## config.mk

```make
export PLATFORM = sky130hd
export DESIGN_NAME = move_sequencer
export DESIGN_NICKNAME = d
export VERILOG_FILES = /design/src/rtl/move_sequencer.sv
export SDC_FILE = /design/constraint.sdc
export NUM_CORES = 1
export LEC_CHECK = 0
export ABC_AREA = 0
export ABC_CLOCK_PERIOD_IN_PS = 4700
export BUFFER_PORTS_ARGS = -buffer_cell sky130_fd_sc_hd__buf_2
export CAP_MARGIN = 20
export CORE_MARGIN = 2
export CORE_UTILIZATION = 55
export CTS_CLUSTER_DIAMETER = 50
export DETAILED_ROUTE_END_ITERATION = 7
export GPL_TIMING_DRIVEN = 0
export PLACE_DENSITY = 0.74
export SYNTH_ARGS = -nofsm -noshare
export SYNTH_HDL_FRONTEND = slang
export SYNTH_SLANG_ARGS = --single-unit
```

## constraint.sdc

```tcl
create_clock -name clk -period 4.7 [get_ports clk]
set_clock_uncertainty 0.15 [all_clocks]
set_input_delay 0.47 -clock clk [delete_from_list [all_inputs] [get_ports clk]]
set_output_delay 0.47 -clock clk [all_outputs]
set_load 0.01 [all_outputs]
```

## src/rtl/move_sequencer.sv

```systemverilog
// move_sequencer
// Sequences one move on the 11x11 Hnefatafl board (GameBoard). It checks a
// requested rook-style move, executes it with two writes (destination, then
// source), then checks for and removes custodial captures around the
// destination. This block drives all of the board's read and write ports.
//
// Ports
//   clk, rst                 clock, synchronous active-high reset
//   req_valid / req_ready    move request handshake (ready only in IDLE)
//   src_x/y, dst_x/y, side   move coordinates and mover (0 attacker, 1 defender)
//   done, legal, captures    one-cycle result pulse; captures bits N,E,S,W
//   read_x/y, readData       board read port 1
//   read_x2/y2, readData2    board read port 2
//   write_x/y, writeData, write   board write port
//
// Cell encoding: 00 empty, 01 attacker, 10 defender, 11 king.
// Each board read takes two cycles: the address is held for both cycles and
// the data is sampled at the end of the second cycle (phase == 1).
module move_sequencer (
  input  logic       clk,
  input  logic       rst,
  input  logic       req_valid,
  output logic       req_ready,
  input  logic [3:0] src_x,
  input  logic [3:0] src_y,
  input  logic [3:0] dst_x,
  input  logic [3:0] dst_y,
  input  logic       side,
  output logic       done,
  output logic       legal,
  output logic [3:0] captures,
  output logic [3:0] read_x,
  output logic [3:0] read_y,
  output logic [3:0] read_x2,
  output logic [3:0] read_y2,
  input  logic [1:0] readData,
  input  logic [1:0] readData2,
  output logic [1:0] writeData,
  output logic [3:0] write_x,
  output logic [3:0] write_y,
  output logic       write
);

  typedef enum logic [2:0] {
    S_IDLE, S_CHECK, S_PATH, S_MOVE_DST, S_MOVE_SRC, S_CAPT_RD, S_CAPT_WR, S_DONE
  } state_t;

  state_t     state, state_n;
  logic [3:0] sx, sy, dx, dy, sx_n, sy_n, dx_n, dy_n;
  logic [3:0] cx, cy, cx_n, cy_n;     // path cursor
  logic       side_r, side_n;
  logic [1:0] piece, piece_n;         // piece being moved, read in CHECK
  logic [1:0] dir, dir_n;             // capture direction 0 N, 1 E, 2 S, 3 W
  logic       phase, phase_n;         // second cycle of a read slot
  logic [3:0] capt, capt_n;
  logic       legal_r, legal_n;

  function automatic logic is_corner(input logic [3:0] x, input logic [3:0] y);
    return (x == 4'd0 || x == 4'd10) && (y == 4'd0 || y == 4'd10);
  endfunction

  function automatic logic is_throne(input logic [3:0] x, input logic [3:0] y);
    return x == 4'd5 && y == 4'd5;
  endfunction

  // Unit step from source toward destination; 4'hF acts as -1 in 4-bit wrap.
  logic [3:0] step_x, step_y;
  assign step_x = (dx > sx) ? 4'd1 : (dx < sx) ? 4'hF : 4'd0;
  assign step_y = (dy > sy) ? 4'd1 : (dy < sy) ? 4'hF : 4'd0;

  // Neighbour n and far cell f for the current capture direction. Stepping
  // below 0 wraps to 14/15, so a single "> 10" test catches both board edges.
  logic [3:0] nx, ny, fx, fy;
  logic       off_board;
  always_comb begin
    nx = dx; ny = dy; fx = dx; fy = dy;
    case (dir)
      2'd0:    begin ny = dy - 4'd1; fy = dy - 4'd2; end
      2'd1:    begin nx = dx + 4'd1; fx = dx + 4'd2; end
      2'd2:    begin ny = dy + 4'd1; fy = dy + 4'd2; end
      default: begin nx = dx - 4'd1; fx = dx - 4'd2; end
    endcase
    off_board = (nx > 4'd10) || (ny > 4'd10) || (fx > 4'd10) || (fy > 4'd10);
  end

  logic static_ok;
  assign static_ok = (src_x <= 4'd10) && (src_y <= 4'd10) &&
                     (dst_x <= 4'd10) && (dst_y <= 4'd10) &&
                     !(src_x == dst_x && src_y == dst_y) &&
                     (src_x == dst_x || src_y == dst_y);

  logic own_ok, enemy_n, friend_f, hostile_f, capture_hit;
  assign own_ok      = side_r ? readData[1] : (readData == 2'b01);
  assign enemy_n     = side_r ? (readData == 2'b01) : (readData == 2'b10);
  assign friend_f    = side_r ? readData2[1] : (readData2 == 2'b01);
  assign hostile_f   = is_corner(fx, fy) || (is_throne(fx, fy) && readData2 == 2'b00);
  assign capture_hit = enemy_n && (friend_f || hostile_f);

  logic [3:0] first_x, first_y, next_x, next_y;
  assign first_x = sx + step_x;
  assign first_y = sy + step_y;
  assign next_x  = cx + step_x;
  assign next_y  = cy + step_y;

  // NOTE: every signal written here gets a default first, so no path through
  // the case statement can leave a value unassigned and infer a latch.
  always_comb begin
    state_n = state;
    sx_n = sx; sy_n = sy; dx_n = dx; dy_n = dy;
    cx_n = cx; cy_n = cy; side_n = side_r; piece_n = piece;
    dir_n = dir; phase_n = phase; capt_n = capt; legal_n = legal_r;
    req_ready = 1'b0; done = 1'b0; legal = 1'b0; captures = 4'd0;
    read_x = 4'd0; read_y = 4'd0; read_x2 = 4'd0; read_y2 = 4'd0;
    writeData = 2'b00; write_x = 4'd0; write_y = 4'd0; write = 1'b0;

    case (state)
      S_IDLE: begin
        req_ready = 1'b1;
        if (req_valid) begin
          sx_n = src_x; sy_n = src_y; dx_n = dst_x; dy_n = dst_y;
          side_n = side; capt_n = 4'd0; legal_n = 1'b0; phase_n = 1'b0;
          state_n = static_ok ? S_CHECK : S_DONE;
        end
      end
      S_CHECK: begin
        read_x = sx; read_y = sy; read_x2 = dx; read_y2 = dy;
        phase_n = ~phase;
        if (phase) begin
          piece_n = readData;
          if (!own_ok || readData2 != 2'b00 ||
              ((is_corner(dx, dy) || is_throne(dx, dy)) && readData != 2'b11)) begin
            state_n = S_DONE;
          end else begin
            cx_n = first_x; cy_n = first_y;
            state_n = (first_x == dx && first_y == dy) ? S_MOVE_DST : S_PATH;
          end
        end
      end
      S_PATH: begin
        read_x = cx; read_y = cy;
        phase_n = ~phase;
        if (phase) begin
          if (readData != 2'b00) begin
            state_n = S_DONE;
          end else begin
            cx_n = next_x; cy_n = next_y;
            if (next_x == dx && next_y == dy) state_n = S_MOVE_DST;
          end
        end
      end
      S_MOVE_DST: begin
        write = 1'b1; write_x = dx; write_y = dy; writeData = piece;
        legal_n = 1'b1;
        state_n = S_MOVE_SRC;
      end
      S_MOVE_SRC: begin
        write = 1'b1; write_x = sx; write_y = sy; writeData = 2'b00;
        dir_n = 2'd0; phase_n = 1'b0;
        state_n = S_CAPT_RD;
      end
      S_CAPT_RD: begin
        if (off_board) begin
          // Direction with no room for a sandwich costs a single cycle.
          if (dir == 2'd3) state_n = S_DONE;
          else dir_n = dir + 2'd1;
        end else begin
          read_x = nx; read_y = ny; read_x2 = fx; read_y2 = fy;
          phase_n = ~phase;
          if (phase) begin
            if (capture_hit) begin
              capt_n[dir] = 1'b1;
              state_n = S_CAPT_WR;
            end else if (dir == 2'd3) begin
              state_n = S_DONE;
            end else begin
              dir_n = dir + 2'd1;
            end
          end
        end
      end
      S_CAPT_WR: begin
        write = 1'b1; write_x = nx; write_y = ny; writeData = 2'b00;
        if (dir == 2'd3) begin
          state_n = S_DONE;
        end else begin
          dir_n = dir + 2'd1;
          state_n = S_CAPT_RD;
        end
      end
      S_DONE: begin
        done = 1'b1; legal = legal_r; captures = capt;
        state_n = S_IDLE;
      end
      default: state_n = S_IDLE;
    endcase

    // Outputs are held quiet during reset so an abort never issues a write.
    if (rst) begin
      req_ready = 1'b0; done = 1'b0; legal = 1'b0; captures = 4'd0;
      read_x = 4'd0; read_y = 4'd0; read_x2 = 4'd0; read_y2 = 4'd0;
      writeData = 2'b00; write_x = 4'd0; write_y = 4'd0; write = 1'b0;
    end
  end

  // NOTE: state registers use non-blocking assignments so every flop samples
  // the values from before this edge, independent of statement order.
  always_ff @(posedge clk) begin
    if (rst) begin
      state <= S_IDLE;
      sx <= 4'd0; sy <= 4'd0; dx <= 4'd0; dy <= 4'd0;
      cx <= 4'd0; cy <= 4'd0; side_r <= 1'b0; piece <= 2'b00;
      dir <= 2'd0; phase <= 1'b0; capt <= 4'd0; legal_r <= 1'b0;
    end else begin
      state <= state_n;
      sx <= sx_n; sy <= sy_n; dx <= dx_n; dy <= dy_n;
      cx <= cx_n; cy <= cy_n; side_r <= side_n; piece <= piece_n;
      dir <= dir_n; phase <= phase_n; capt <= capt_n; legal_r <= legal_n;
    end
  end

endmodule

```

==> results.md, run 1 <==
| Item | Reported |
| --- | --- |
| Number of clock buffers inserted by TritonCTS | 5 |
| Yosys warning total | 0 |
| Sequential fraction of the synthesis area | 18.5% |
| Synth-to-layout area growth | 12.1% |
| Chain of cells forming the critical path | inv_1, ha_2, buf_2, inv_1, ha_1, xnor2_1, mux2i_2, o311a_1, o2111ai_2, nor2_1, clkbuf_4, nand2_1, mux2i_1, nor2b_1, buf_2 |
| Clk pwr share | 9.3% |
| Iter 0 DRT Violations | 438 |
| Post-CTS setup buffer count | 0 |
| Depth of the CTS H-tree | 2 |
| IO Port Bufs | 56 |
| Run status | finished clean |
| CTS tree | built |
| Max transition margin | 37.4% |
| DPL Wire Length | 10800 um |
| Total chip power | 2.54 mW |
| Switching share of power | 52.9% |
| Starting density of the core | 56.7% |
| Number of enable-type register cells in the synthesized netlist | 0 |
| Sink count of the clock tree | 38 |
| Hold Fails Final Rpt | 0 |
| Type of the worst setup path | reg -> out |
| Number of detailed-routing iterations run before antenna repair | 5 |
| Clock-pin slew on the worst setup and hold paths | 90 ps |
| Wire length reported by the detailed router | 13900 um |
| Global-route wire length before repair | 22100 um |
| Number of I/O pins | 58 |
| GRT Util Overall | 33.7% |
| Switching Power | 1.34 mW |
| Peak VDD IR | 0.296 mV |
| Fraction of power consumed by sequential logic | 17.6% |
| Final global-route overflow total | 0 |
| Critical-path top delay cell | sky130_fd_sc_hd__ha_1 |
| Data arrival time of the worst path | 3890 ps |
| Die ar. | 8190 um2 |
| Clock latency at the later pin of the worst-skew pair | 300 ps |
| Total nets after synthesis | 600 |
| Std-Cell Rows | 31 |
| Synth area leaders | sky130_fd_sc_hd__dfxtp_1 (18%), sky130_fd_sc_hd__ha_1 (8.5%), sky130_fd_sc_hd__xnor2_1 (6.4%) |
| Cell family contributing the most delay on the critical path | buffers and inverters |
| Top layer used by detailed routing | met4 |
| Diode insertion count for antenna repair | 0 |
| Setup WS pre-CTS | 341 ps |
| Max Transition Viols Final | 0 |
| Met2 wire length | 6210 um |
| Slowest cell delay on critical path | 350 ps |
| Time the final worst path needs with I/O delays and setup | 4510 ps |
| Slew @ Worst Pin | 936 ps |
| Vias in the first global route | 4259 |
| Per-cell routed wire length | 19.8 um |
| Crit path capture type | output pin |
| Int Pwr | 1.20 mW |
| Global placement routability congestion | 0.976 |
| Antenna violations before repair | 0 |
| Maximum number of pins on one net before global-route repair | 11 |
| Biggest fanout along the worst timing path | 10 |
| Final worst-path cycle share | 95.9% |
| Root Buffer Master | sky130_fd_sc_hd__clkbuf_8 |
| WL met1 | 6020 um |
| Startpoint class of the critical path | register |
| Mapped Avg Cell Area | 7.62 um2 |
| Die X-Extent | 90.5 um |
| Via density | 6.35 |
| Static power due to leakage | 1.88 nW |
| Flip-flop cell with the highest count after synthesis | sky130_fd_sc_hd__dfxtp_1 |
| Cell area after synthesis | 4110 um2 |
| Worst min-delay path class | in -> reg |
| Via count of the routed design | 4448 |
| Portion of total power attributed to combinational logic | 73.1% |
| Setup ws final | 193 ps |
| Clock Tree Buf Depth | 2 |
| Synth Register Bits | 38 |
| Post-detailed-route count of antenna-violating nets | 0 |
| Async SR Flop Fraction | 0% |
| Cell type with the highest aggregate area in the netlist | sky130_fd_sc_hd__dfxtp_1 |
| Fraction of final layout cells with drive strength greater than 1 | 15.1% |
| Max-capacitance violation count | 0 |
| Net count, final | 663 |
| Die height | 90.5 um |
| Instance count of the mapped netlist | 540 |
| Final setup vio count | 0 |
| Peak Freq | 222 MHz |
| Met3 WL | 1260 um |
| Data required, critical path | 4080 ps |
| Number of remaining DRC errors | 0 |
| Area of the placeable core | 7250 um2 |
| Total power divided by cell area | 550 nW/um2 |
| Post-synth cell types | 73 |
| Proportion of netlist area held by the largest area contributor | 18.5% |
| Number of buffers and inverters on the critical path | 5 |
## power by group through the flow
stage / registers (mW) / clock network (mW) / logic [mW]
after global routing: 0.453 / 0.243 / 2.01
after floorplan: 0.426 / 0 / 1.35
after global placement: 0.449 / 0 / 1.75
after CTS: 0.443 / 0.231 / 1.80
final: 0.446 / 0.237 / 1.86
after detailed placement: 0.450 / 0 / 1.79
## layout by cell type, fill, tap and decap left out, types with 9 or more instances in the layout
master | Yosys | routed
sky130_fd_sc_hd__nor3_1 | 11 | 11
sky130_fd_sc_hd__nand2b_1 | 10 | 10
sky130_fd_sc_hd__nor2_1 | 54 | 54
sky130_fd_sc_hd__nand2_1 | 56 | 56
sky130_fd_sc_hd__xor2_1 | 16 | 16
sky130_fd_sc_hd__nor4_1 | 9 | 9
sky130_fd_sc_hd__a21o_1 | 14 | 14
sky130_fd_sc_hd__mux2i_1 | 14 | 14
sky130_fd_sc_hd__ha_1 | 28 | 27
sky130_fd_sc_hd__o21ai_0 | 18 | 18
sky130_fd_sc_hd__a21oi_1 | 49 | 49
sky130_fd_sc_hd__nand4_1 | 9 | 9
sky130_fd_sc_hd__a211oi_1 | 9 | 9
sky130_fd_sc_hd__dfxtp_1 | 38 | 38
sky130_fd_sc_hd__buf_2 | 10 | 65
sky130_fd_sc_hd__clkbuf_1 | 17 | 17
sky130_fd_sc_hd__inv_1 | 21 | 21
sky130_fd_sc_hd__xnor2_1 | 30 | 30
## registers in the layout, summed over array words and instances (netlist names)
register / cells
capt: 4
cx: 4
cy: 4
dir: 2
dx: 4
dy: 4
legal_r: 1
phase: 1
piece: 2
side_r: 1
state: 3
sx: 4
sy: 4
## worst register-to-register path: stages, from the launching register on
cell	delay (ps)
sky130_fd_sc_hd__dfxtp_1	330
sky130_fd_sc_hd__buf_6	160
sky130_fd_sc_hd__clkinv_1	370
sky130_fd_sc_hd__ha_1	340
sky130_fd_sc_hd__inv_1	50
sky130_fd_sc_hd__a21oi_1	50
sky130_fd_sc_hd__o21a_1	340
sky130_fd_sc_hd__or3_1	450
sky130_fd_sc_hd__ha_1	230
sky130_fd_sc_hd__fa_1	510
sky130_fd_sc_hd__xor2_1	170
sky130_fd_sc_hd__nor4_1	190
sky130_fd_sc_hd__nand4_1	130
sky130_fd_sc_hd__nor2_1	230
sky130_fd_sc_hd__a221o_1	270
sky130_fd_sc_hd__o2111a_1	240
sky130_fd_sc_hd__nor3_2	50
## cells by family after synthesis
kind of cell / synth area share [%]
fa+ha+maj: 12.4
simple gates: 23.7
compound gates: 25.3
xor+xnor: 10.3
flops: 18.5
buf+inv: 6.05
mux: 3.74
## path summary, 6_finish.rpt
kind / cells after the start / slack, ps / end / from
hold reg to reg: 2 / 310 / piece[0]$_SDFFE_PP0P_ / piece[0]$_SDFFE_PP0P_
hold / removal: 3 / 270 / side_r$_SDFFE_PP0P_ / side
setup reg to reg: 16 / 290 / state[0]$_SDFFE_PP0P_ / dx[0]$_SDFFE_PP0P_
setup / recovery: 15 / 190 / read_x2[1] / dir[0]$_SDFFE_PP0P_
## metal layers
metal,vias up,GRT usage (%)
li1,2068,-
met1,2092,47.3
met2,255,52.9
met3,33,4.34
met4,0,12.3
met5,-,0
## final cells by class
| type | count | area, um2 |
|---|---|---|
| flip-flops and latches | 38 | 761 |
| well taps | 99 | 124 |
| repair buffers | 56 | 280 |
| clock buffers | 6 | 82.6 |
| multi-input cells | 443 | 3110 |
| inverters | 22 | 82.6 |
| plain buffers | 37 | 169 |
| fillers | 707 | 2640 |
## cell usage after synthesis, types with 8 or more instances
cell type and count:
sky130_fd_sc_hd__nor2_1 54, sky130_fd_sc_hd__ha_1 28, sky130_fd_sc_hd__mux2i_1 14, sky130_fd_sc_hd__nand2b_1 10, sky130_fd_sc_hd__nor3_1 11, sky130_fd_sc_hd__a21o_1 14
sky130_fd_sc_hd__a21oi_1 49, sky130_fd_sc_hd__nor4_1 9, sky130_fd_sc_hd__buf_2 10, sky130_fd_sc_hd__nand4_1 9, sky130_fd_sc_hd__or3_1 8, sky130_fd_sc_hd__and2_1 8
sky130_fd_sc_hd__xor2_1 16, sky130_fd_sc_hd__o21ai_0 18, sky130_fd_sc_hd__clkbuf_1 17, sky130_fd_sc_hd__xnor2_1 30, sky130_fd_sc_hd__fa_1 8, sky130_fd_sc_hd__a211oi_1 9
sky130_fd_sc_hd__inv_1 21, sky130_fd_sc_hd__dfxtp_1 38, sky130_fd_sc_hd__nand2_1 56
## timing repair
item	in CTS	in global routing
gates resized for setup	0	4
hold buffers	0	0
setup endpoints to repair	0	10
## stage by stage
stage               hold WS, ps  area, um2  setup TNS (ps)  std cells  utilization [%]
finish                      273       4610               0        701             63.6
global placement            291       4520               0        695             62.3
CTS                         280       4600               0        701             63.4
detailed placement          300       4520               0        695             62.3
floorplan                   282       4110               0        540                -
global route                286       4610            -143        701             63.6
(Power assumes the default switching activity.)
==> run 2, diff against run 1 <==
--- a/config.mk
+++ b/config.mk
@@ -10,11 +10,11 @@
 export BUFFER_PORTS_ARGS = -buffer_cell sky130_fd_sc_hd__buf_2
 export CAP_MARGIN = 20
 export CORE_MARGIN = 2
-export CORE_UTILIZATION = 55
+export CORE_UTILIZATION = 35
 export CTS_CLUSTER_DIAMETER = 50
 export DETAILED_ROUTE_END_ITERATION = 7
 export GPL_TIMING_DRIVEN = 0
-export PLACE_DENSITY = 0.74
+export PLACE_DENSITY = 0.5
 export SYNTH_ARGS = -nofsm -noshare
 export SYNTH_HDL_FRONTEND = slang
 export SYNTH_SLANG_ARGS = --single-unit
==> run 2 against run 1 <==
Net effect: worst setup slack worse by 48 ps; first-iteration DRC count down 42%; design area up 3.7%; non-clock buffer count unchanged; sequential power about the same; utilization down 22 points; clock power up 95%; final cell count up 6.6%.
==> results.md, run 2 (synthesis results as in run 1) <==
| Item | Reported | Delta |
| --- | --- | --- |
| Sequential cell area in the final layout | 761 um2 | unchanged |
| Number of I/O pins | 58 | unchanged |
| Max transition margin | 37.9% | was 37.4% |
| Slew @ Worst Pin | 928 ps | was 936 ps |
| WL met1 | 7060 um | was 6020 um |
| Max-capacitance violation count | 0 | unchanged |
| Met2 wire length | 6560 um | was 6210 um |
| Run status | finished clean | unchanged |
| Antenna violations before repair | 0 | unchanged |
| Final total negative setup slack | 0 ps | unchanged |
| Clock-pin slew on the worst setup and hold paths | 60 ps | was 90 ps |
| Biggest fanout along the worst timing path | 10 | unchanged |
| Global-route wire length before repair | 24100 um | was 22100 um |
| Vias in the first global route | 4334 | was 4259 |
| Die X-Extent | 112 um | was 90.5 um |
| Cts-stage hold buffer count | 0 | unchanged |
| Worst min-delay path class | in -> reg | unchanged |
| Slowest cell delay on critical path | 440 ps | was 350 ps |
| CTS tree | built | unchanged |
| Hold Fails Final Rpt | 0 | unchanged |
| DPL Wire Length | 11800 um | was 10800 um |
| Max Transition Viols Final | 0 | unchanged |
| Time the final worst path needs with I/O delays and setup | 4560 ps | was 4510 ps |
| Post-detailed-placement cell area | 4570 um2 | was 4520 um2 |
| Clock latency at the later pin of the worst-skew pair | 300 ps | about the same |
| Std-Cell Rows | 39 | was 31 |
| Startpoint class of the critical path | register | unchanged |
| Multi-input gate area | 3120 um2 | was 3110 um2 |
| Most frequent standard cell in the layout excluding fill and tap cells | sky130_fd_sc_hd__buf_2 | unchanged |
| Post-detailed-route count of antenna-violating nets | 0 | unchanged |
| Iter 0 DRT Violations | 252 | was 438 |
| Die ar. | 12600 um2 | was 8190 um2 |
| Crit path capture type | output pin | unchanged |
| Number of clock buffers inserted by TritonCTS | 5 | unchanged |
| Post-Layout Inst Area | 4780 um2 | was 4610 um2 |
| Top layer used by detailed routing | met4 | unchanged |
| Data required, critical path | 4080 ps | about the same |
| IO Port Bufs | 56 | unchanged |
| Diode insertion count for antenna repair | 0 | unchanged |
| Leading cell types in the layout, fill and taps excluded | sky130_fd_sc_hd__buf_2 (65), sky130_fd_sc_hd__nand2_1 (56), sky130_fd_sc_hd__nor2_1 (52), sky130_fd_sc_hd__a21oi_1 (49), sky130_fd_sc_hd__dfxtp_1 (38) | was sky130_fd_sc_hd__buf_2 (65), sky130_fd_sc_hd__nand2_1 (56), sky130_fd_sc_hd__nor2_1 (54), sky130_fd_sc_hd__a21oi_1 (49), sky130_fd_sc_hd__dfxtp_1 (38) |
| Clock Tree Buf Depth | 2 | unchanged |
| Sink count of the clock tree | 38 | unchanged |
| Post-CTS setup buffer count | 0 | unchanged |
| Setup repair after global routing missed its margin | no |  |
| Peak Freq | 220 MHz | was 222 MHz |
| Starting density of the core | 35.9% | was 56.7% |
| Via density | 5.81 | was 6.35 |
| Net count, final | 663 | unchanged |
| Synth-to-layout area growth | 16.3% | was 12.1% |
| Type of the worst setup path | reg -> out | unchanged |
| Final global-route overflow total | 0 | unchanged |
| Area of the placeable core | 11500 um2 | was 7250 um2 |
| Via count of the routed design | 4338 | was 4448 |
| Final worst-path cycle share | 96.9% | was 95.9% |
| Per-cell routed wire length | 20.2 um | was 19.8 um |
| Number of fillers in the final layout | 1213 | was 707 |
| Number of remaining DRC errors | 0 | unchanged |
| Number of buffers and inverters on the critical path | 5 | unchanged |
| Chain of cells forming the critical path | inv_1, ha_2, buf_2, inv_1, ha_1, a21o_1, a2111oi_2, a211oi_1, o2111ai_1, nor2_2, clkbuf_4, a222oi_1, nor2_1, buf_2 | was inv_1, ha_2, buf_2, inv_1, ha_1, xnor2_1, mux2i_2, o311a_1, o2111ai_2, nor2_1, clkbuf_4, nand2_1, mux2i_1, nor2b_1, buf_2 |
| Static power due to leakage | 1.93 nW | was 1.88 nW |
| Total power divided by cell area | 576 nW/um2 | was 550 nW/um2 |
| Global placement routability congestion | 0.907 | was 0.976 |
| Final setup vio count | 0 | unchanged |
| Data arrival time of the worst path | 3940 ps | was 3890 ps |
| Peak VDD IR | 0.256 mV | was 0.296 mV |
| Fraction of final layout cells with drive strength greater than 1 | 15.7% | was 15.1% |
| Maximum number of pins on one net before global-route repair | 14 | was 11 |
| Die height | 112 um | was 90.5 um |
| Cell family contributing the most delay on the critical path | compound AO/OA/AOI/OAI gates | was buffers and inverters |
| Number of detailed-routing iterations run before antenna repair | 5 | unchanged |
| Depth of the CTS H-tree | 2 | unchanged |
| GRT Util Overall | 24.4% | was 33.7% |
| Wire length reported by the detailed router | 15100 um | was 13900 um |
| Root Buffer Master | sky130_fd_sc_hd__clkbuf_16 | was sky130_fd_sc_hd__clkbuf_8 |
| Critical-path top delay cell | sky130_fd_sc_hd__o2111ai_1 | was sky130_fd_sc_hd__ha_1 |
| Met3 WL | 941 um | was 1260 um |
[run 2: timing repair]
action,4_1_cts,5_1_grt
gates resized for setup,2,4
gates cloned,0,0
setup endpoints to repair,7,11
[run 2: cell type report]
| cell class | count | area share (%) |
|---|---|---|
| buffer | 37 | 3.53 |
| clock buffer | 5 | 2.62 |
| clock inverter | 3 | 1.44 |
| inverter | 22 | 1.73 |
| multi-input combinational | 443 | 65.2 |
| sequential | 38 | 15.9 |
| tap | 143 | 3.74 |
| timing repair buffer | 56 | 5.86 |
[run 2: metrics by stage]
stage                     hold slack (ps)  total power, mW  instances  util [%]  setup WS [ps]
after floorplan                       282             1.77        540         -           1060
after global placement                298             2.23        739      39.9            302
after detailed placement              307             2.25        739      39.9            184
after CTS                             263             2.72        747      41.6           67.4
after global routing                  282             2.98        747      41.7           1.84
final                                 268             2.75        747      41.7            145
[run 2: worst min-delay path: cells and delay by family]
family | cells | cell delay [ps]
AND/OR/NAND/NOR | 1 | 50
buffers and inverters | 1 | 100
AO/OA/AOI/OAI | 1 | 50
[run 2: worst paths after layout]
path / start / endpoint / slack [ps] / depth (start not counted)
worst max register to register: dx[0]$_SDFFE_PP0P_ / state[0]$_SDFFE_PP0P_ / 210 / 16
worst max-delay path: dir[0]$_SDFFE_PP0P_ / read_x[2] / 140 / 14
worst min-delay path: side / side_r$_SDFFE_PP0P_ / 270 / 3
worst min register to register: piece[0]$_SDFFE_PP0P_ / piece[0]$_SDFFE_PP0P_ / 310 / 2
[run 2: report_power, final]
group | switching, mW | internal, mW
clock | 0.158 | 0.306
sequential | 0.0710 | 0.378
combinational | 1.14 | 0.702
[run 2: layer usage]
| layer | GRT usage (%) | up-vias |
|---|---|---|
| met4 | 8.70 | 0 |
| met1 | 34.6 | 2057 |
| li1 | - | 2075 |
| met5 | 0 | - |
| met3 | 4.10 | 41 |
| met2 | 37.4 | 165 |
==> run 3, diff against run 2 <==
--- a/config.mk
+++ b/config.mk
@@ -5,16 +5,18 @@
 export SDC_FILE = /design/constraint.sdc
 export NUM_CORES = 1
 export LEC_CHECK = 0
-export ABC_AREA = 0
+export ABC_AREA = 1
 export ABC_CLOCK_PERIOD_IN_PS = 4700
 export BUFFER_PORTS_ARGS = -buffer_cell sky130_fd_sc_hd__buf_2
 export CAP_MARGIN = 20
+export CORE_ASPECT_RATIO = 1.5
 export CORE_MARGIN = 2
 export CORE_UTILIZATION = 35
 export CTS_CLUSTER_DIAMETER = 50
 export DETAILED_ROUTE_END_ITERATION = 7
 export GPL_TIMING_DRIVEN = 0
 export PLACE_DENSITY = 0.5
+export SLEW_MARGIN = 20
 export SYNTH_ARGS = -nofsm -noshare
 export SYNTH_HDL_FRONTEND = slang
 export SYNTH_SLANG_ARGS = --single-unit
==> run 3 against run 2 <==
Net effect: register-to-register slack gained 360 ps; sequential share of layout area increased by 0.60 points; die area shrank 2.3%; worst setup slack better by 420 ps; utilization decreased by 0.23 points; via count is 4.4% higher.
==> results.md, run 3 <==
| Item | Reported | Delta |
| --- | --- | --- |
| Crit path capture type | register | was output pin |
| Final setup vio count | 0 | unchanged |
| Most frequent standard cell in the layout excluding fill and tap cells | sky130_fd_sc_hd__nand2_1 | was sky130_fd_sc_hd__buf_2 |
| Synth Register Bits | 38 | unchanged |
| Number of buffers and inverters on the critical path | 4 | was 5 |
| Top post-synthesis cells by count | sky130_fd_sc_hd__nand2_1 (180), sky130_fd_sc_hd__inv_1 (68), sky130_fd_sc_hd__a21oi_1 (56) | was sky130_fd_sc_hd__nand2_1 (56), sky130_fd_sc_hd__nor2_1 (54), sky130_fd_sc_hd__a21oi_1 (49) |
| Post-Layout Inst Area | 4610 um2 | was 4780 um2 |
| Startpoint class of the critical path | register | unchanged |
| Number of remaining DRC errors | 0 | unchanged |
| Setup ws final | 570 ps | was 145 ps |
| Data required, critical path | 4740 ps | was 4080 ps |
| Slew @ Worst Pin | 836 ps | was 928 ps |
| Critical-path top delay cell | sky130_fd_sc_hd__a21oi_1 | was sky130_fd_sc_hd__o2111ai_1 |
| Per-cell routed wire length | 17.1 um | was 20.2 um |
| Most common cell in the synthesized netlist | sky130_fd_sc_hd__nand2_1 | unchanged |
| Depth of the CTS H-tree | 2 | unchanged |
| Yosys warning total | 0 | unchanged |
| Post-detailed-placement cell area | 4480 um2 | was 4570 um2 |
| Sink count of the clock tree | 38 | unchanged |
| Clock Tree Buf Depth | 2 | unchanged |
| Root Buffer Master | sky130_fd_sc_hd__clkbuf_16 | unchanged |
| Synth area leaders | sky130_fd_sc_hd__dfxtp_1 (19%), sky130_fd_sc_hd__nand2_1 (17%), sky130_fd_sc_hd__ha_1 (8.7%) | was sky130_fd_sc_hd__dfxtp_1 (18%), sky130_fd_sc_hd__ha_1 (8.5%), sky130_fd_sc_hd__xnor2_1 (6.4%) |
| Final worst-path cycle share | 87.9% | was 96.9% |
| Int Pwr | 1.27 mW | was 1.38 mW |
| Via count of the routed design | 4530 | was 4338 |
| Global-route wire length before repair | 22700 um | was 24100 um |
| Final global-route overflow total | 0 | unchanged |
| Setup repair after global routing missed its margin | no | unchanged |
| Max-capacitance violation count | 0 | unchanged |
| Async SR Flop Fraction | 0% | unchanged |
| Std-Cell Rows | 47 | was 39 |
| Via density | 5.29 | was 5.81 |
| Number of clock buffers inserted by TritonCTS | 5 | unchanged |
| Cell type with the highest aggregate area in the netlist | sky130_fd_sc_hd__dfxtp_1 | unchanged |
| Cell family contributing the most delay on the critical path | simple AND/OR/NAND/NOR gates | was compound AO/OA/AOI/OAI gates |
| Leading cell types in the layout, fill and taps excluded | sky130_fd_sc_hd__nand2_1 (180), sky130_fd_sc_hd__inv_1 (68), sky130_fd_sc_hd__buf_2 (64), sky130_fd_sc_hd__a21oi_1 (56), sky130_fd_sc_hd__nor2_1 (48) | was sky130_fd_sc_hd__buf_2 (65), sky130_fd_sc_hd__nand2_1 (56), sky130_fd_sc_hd__nor2_1 (52), sky130_fd_sc_hd__a21oi_1 (49), sky130_fd_sc_hd__dfxtp_1 (38) |
| Time the final worst path needs with I/O delays and setup | 4130 ps | was 4560 ps |
| Peak VDD IR | 0.484 mV | was 0.256 mV |
| Switching share of power | 55.3% | was 49.7% |
| Die ar. | 12300 um2 | was 12600 um2 |
| Clock-pin slew on the worst setup and hold paths | 60 ps | about the same |
| Post-Layout Cell Count | 857 | was 747 |
| Vias in the first global route | 4360 | was 4334 |
| Chain of cells forming the critical path | buf_2, inv_2, ha_1, inv_1, nand2_1, nand2_1, a21oi_1, inv_1, nand4_1, ha_1, fa_1, nand2_1, nand2_1, nor2_1, nand3_1, nor3_1, nand3_1, nand3_1, and2_1, nand3_1, nand3_1, nand2_1 | was inv_1, ha_2, buf_2, inv_1, ha_1, a21o_1, a2111oi_2, a211oi_1, o2111ai_1, nor2_2, clkbuf_4, a222oi_1, nor2_1, buf_2 |
| Instance count of the mapped netlist | 646 | was 540 |
| Biggest fanout along the worst timing path | 10 | unchanged |
| Number of enable-type register cells in the synthesized netlist | 0 | unchanged |
| Data arrival time of the worst path | 4170 ps | was 3940 ps |
| Worst min-delay path class | reg -> reg | was in -> reg |
| Flip-flop cell with the highest count after synthesis | sky130_fd_sc_hd__dfxtp_1 | unchanged |
| CTS tree | built | unchanged |
| GRT Util Overall | 23.9% | was 24.4% |
| Die X-Extent | 91.4 um | was 112 um |
| Max Transition Viols Final | 0 | unchanged |
| Max transition margin | 44.3% | was 37.9% |
| End-of-flow core utilization | 41.5% | was 41.7% |
| Clock latency at the later pin of the worst-skew pair | 290 ps | was 300 ps |
| Cell area after synthesis | 4010 um2 | was 4110 um2 |
| Iter 0 DRT Violations | 265 | was 252 |
| Antenna violations before repair | 0 | unchanged |
| Fraction of final layout cells with drive strength greater than 1 | 15.2% | was 15.7% |
| Wire length reported by the detailed router | 14700 um | was 15100 um |
| Final total negative setup slack | 0 ps | unchanged |
| Proportion of netlist area held by the largest area contributor | 19.0% | was 18.5% |
| Cts-stage hold buffer count | 0 | unchanged |
| Switching Power | 1.57 mW | was 1.37 mW |
| Post-CTS setup buffer count | 0 | unchanged |
| Die height | 135 um | was 112 um |
| DPL Wire Length | 12000 um | was 11800 um |
| Post-detailed-route count of antenna-violating nets | 0 | unchanged |
| Type of the worst setup path | reg -> reg | was reg -> out |
| Clk pwr share | 12.0% | was 16.8% |
| Portion of total power attributed to combinational logic | 70.3% | was 66.9% |
| Placed insts | 850 | was 739 |
| Total nets after synthesis | 706 | was 600 |
| Hold Fails Final Rpt | 0 | unchanged |
| Setup WS pre-CTS | 571 ps | was 184 ps |
| Number of detailed-routing iterations run before antenna repair | 5 | unchanged |
| Peak Freq | 242 MHz | was 220 MHz |
| Post-synth cell types | 38 | was 73 |
| Net count, final | 770 | was 663 |
| Static power due to leakage | 2.16 nW | was 1.93 nW |
| Slowest cell delay on critical path | 640 ps | was 440 ps |
| IO Port Bufs | 57 | was 56 |
| Sequential fraction of the synthesis area | 19.0% | was 18.5% |
| Total power divided by cell area | 616 nW/um2 | was 576 nW/um2 |
| Maximum number of pins on one net before global-route repair | 11 | was 14 |
| Area of the placeable core | 11100 um2 | was 11500 um2 |
| Mapped Avg Cell Area | 6.20 um2 | was 7.62 um2 |
| Synth-to-layout area growth | 15.0% | was 16.3% |
| Global placement routability congestion | 0.921 | was 0.907 |
| Run status | finished clean | unchanged |
| Starting density of the core | 36.1% | was 35.9% |
| Cells resized by post-CTS repair | 0 | was 2 |
| Number of I/O pins | 58 | unchanged |
| Fraction of power consumed by sequential logic | 17.7% | was 16.3% |
| Diode insertion count for antenna repair | 0 | unchanged |
run 3: cell types whose count changed after synthesis, moves of 10 or more:
| cell | change |
|---|---|
| sky130_fd_sc_hd__inv_2 | +13 |
| sky130_fd_sc_hd__nand3_1 | +39 |
| sky130_fd_sc_hd__a31oi_1 | +13 |
| sky130_fd_sc_hd__a21o_1 | -14 |
| sky130_fd_sc_hd__mux2i_1 | -14 |
| sky130_fd_sc_hd__inv_1 | +47 |
| sky130_fd_sc_hd__nand2b_1 | -10 |
| sky130_fd_sc_hd__o21ai_0 | +19 |
| sky130_fd_sc_hd__nand2_1 | +124 |
| sky130_fd_sc_hd__xnor2_1 | -17 |
run 3: power by group through the flow:
stage          clock [mW]  sequential, mW  combinational, mW
2_1_floorplan           0           0.467               1.49
3_3_place_gp            0           0.507               1.94
3_5_place_dp            0           0.510               1.97
4_1_cts             0.345           0.503               1.98
5_1_grt             0.356           0.512               2.24
6_report            0.339           0.503               2.00
run 3: worst min-delay path, cell delays in order (launching register included):
cell and delay [ps]:
sky130_fd_sc_hd__dfxtp_1 290, sky130_fd_sc_hd__inv_1 60, sky130_fd_sc_hd__a21oi_1 60
run 3: worst paths after layout:
check                           slack, ps                  from  depth (start not counted)                    end
worst min register to register        310  capt[1]$_SDFFE_PP0P_                          2   capt[1]$_SDFFE_PP0P_
worst min-delay path                  310  capt[1]$_SDFFE_PP0P_                          2   capt[1]$_SDFFE_PP0P_
worst max register to register        570    dx[0]$_SDFFE_PP0P_                         22  state[2]$_SDFFE_PP0P_
worst max-delay path                  570    dx[0]$_SDFFE_PP0P_                         22  state[2]$_SDFFE_PP0P_
run 3: logic make-up (layout without fill, tap and decap cells):
family	Yosys count	after routing	synth area share (%)
buffers and inverters	102	166	10.2
xor gates and xnor gates	25	25	5.84
adders and majority gates	36	36	12.7
and+or+nand+nor	319	319	35.4
DFF	38	38	19.0
AOI/OAI and AO/OA	126	126	16.8
run 3: final cells by class:
| class | count | area [um2] |
|---|---|---|
| well taps | 147 | 184 |
| fillers | 1247 | 6500 |
| multi-input cells | 506 | 2840 |
| repair buffers | 57 | 285 |
| plain buffers | 21 | 104 |
| inverters | 81 | 304 |
| clock buffers | 7 | 133 |
| flip-flops and latches | 38 | 761 |
run 3: stage by stage:
stage          hold slack (ps)  power [mW]
3_3_place_gp               298        2.45
4_1_cts                    312        2.83
6_report                   309        2.84
3_5_place_dp               302        2.48
2_1_floorplan              286        1.96
5_1_grt                    340        3.11
run 3: metal layers:
layer	wire length (um)	share of wire [%]	track usage, %
met4	711	4.8	12.8
met5	0	0	0
met3	659	4.5	3.63
met1	6200	42	27.9
met2	7120	48	41.9
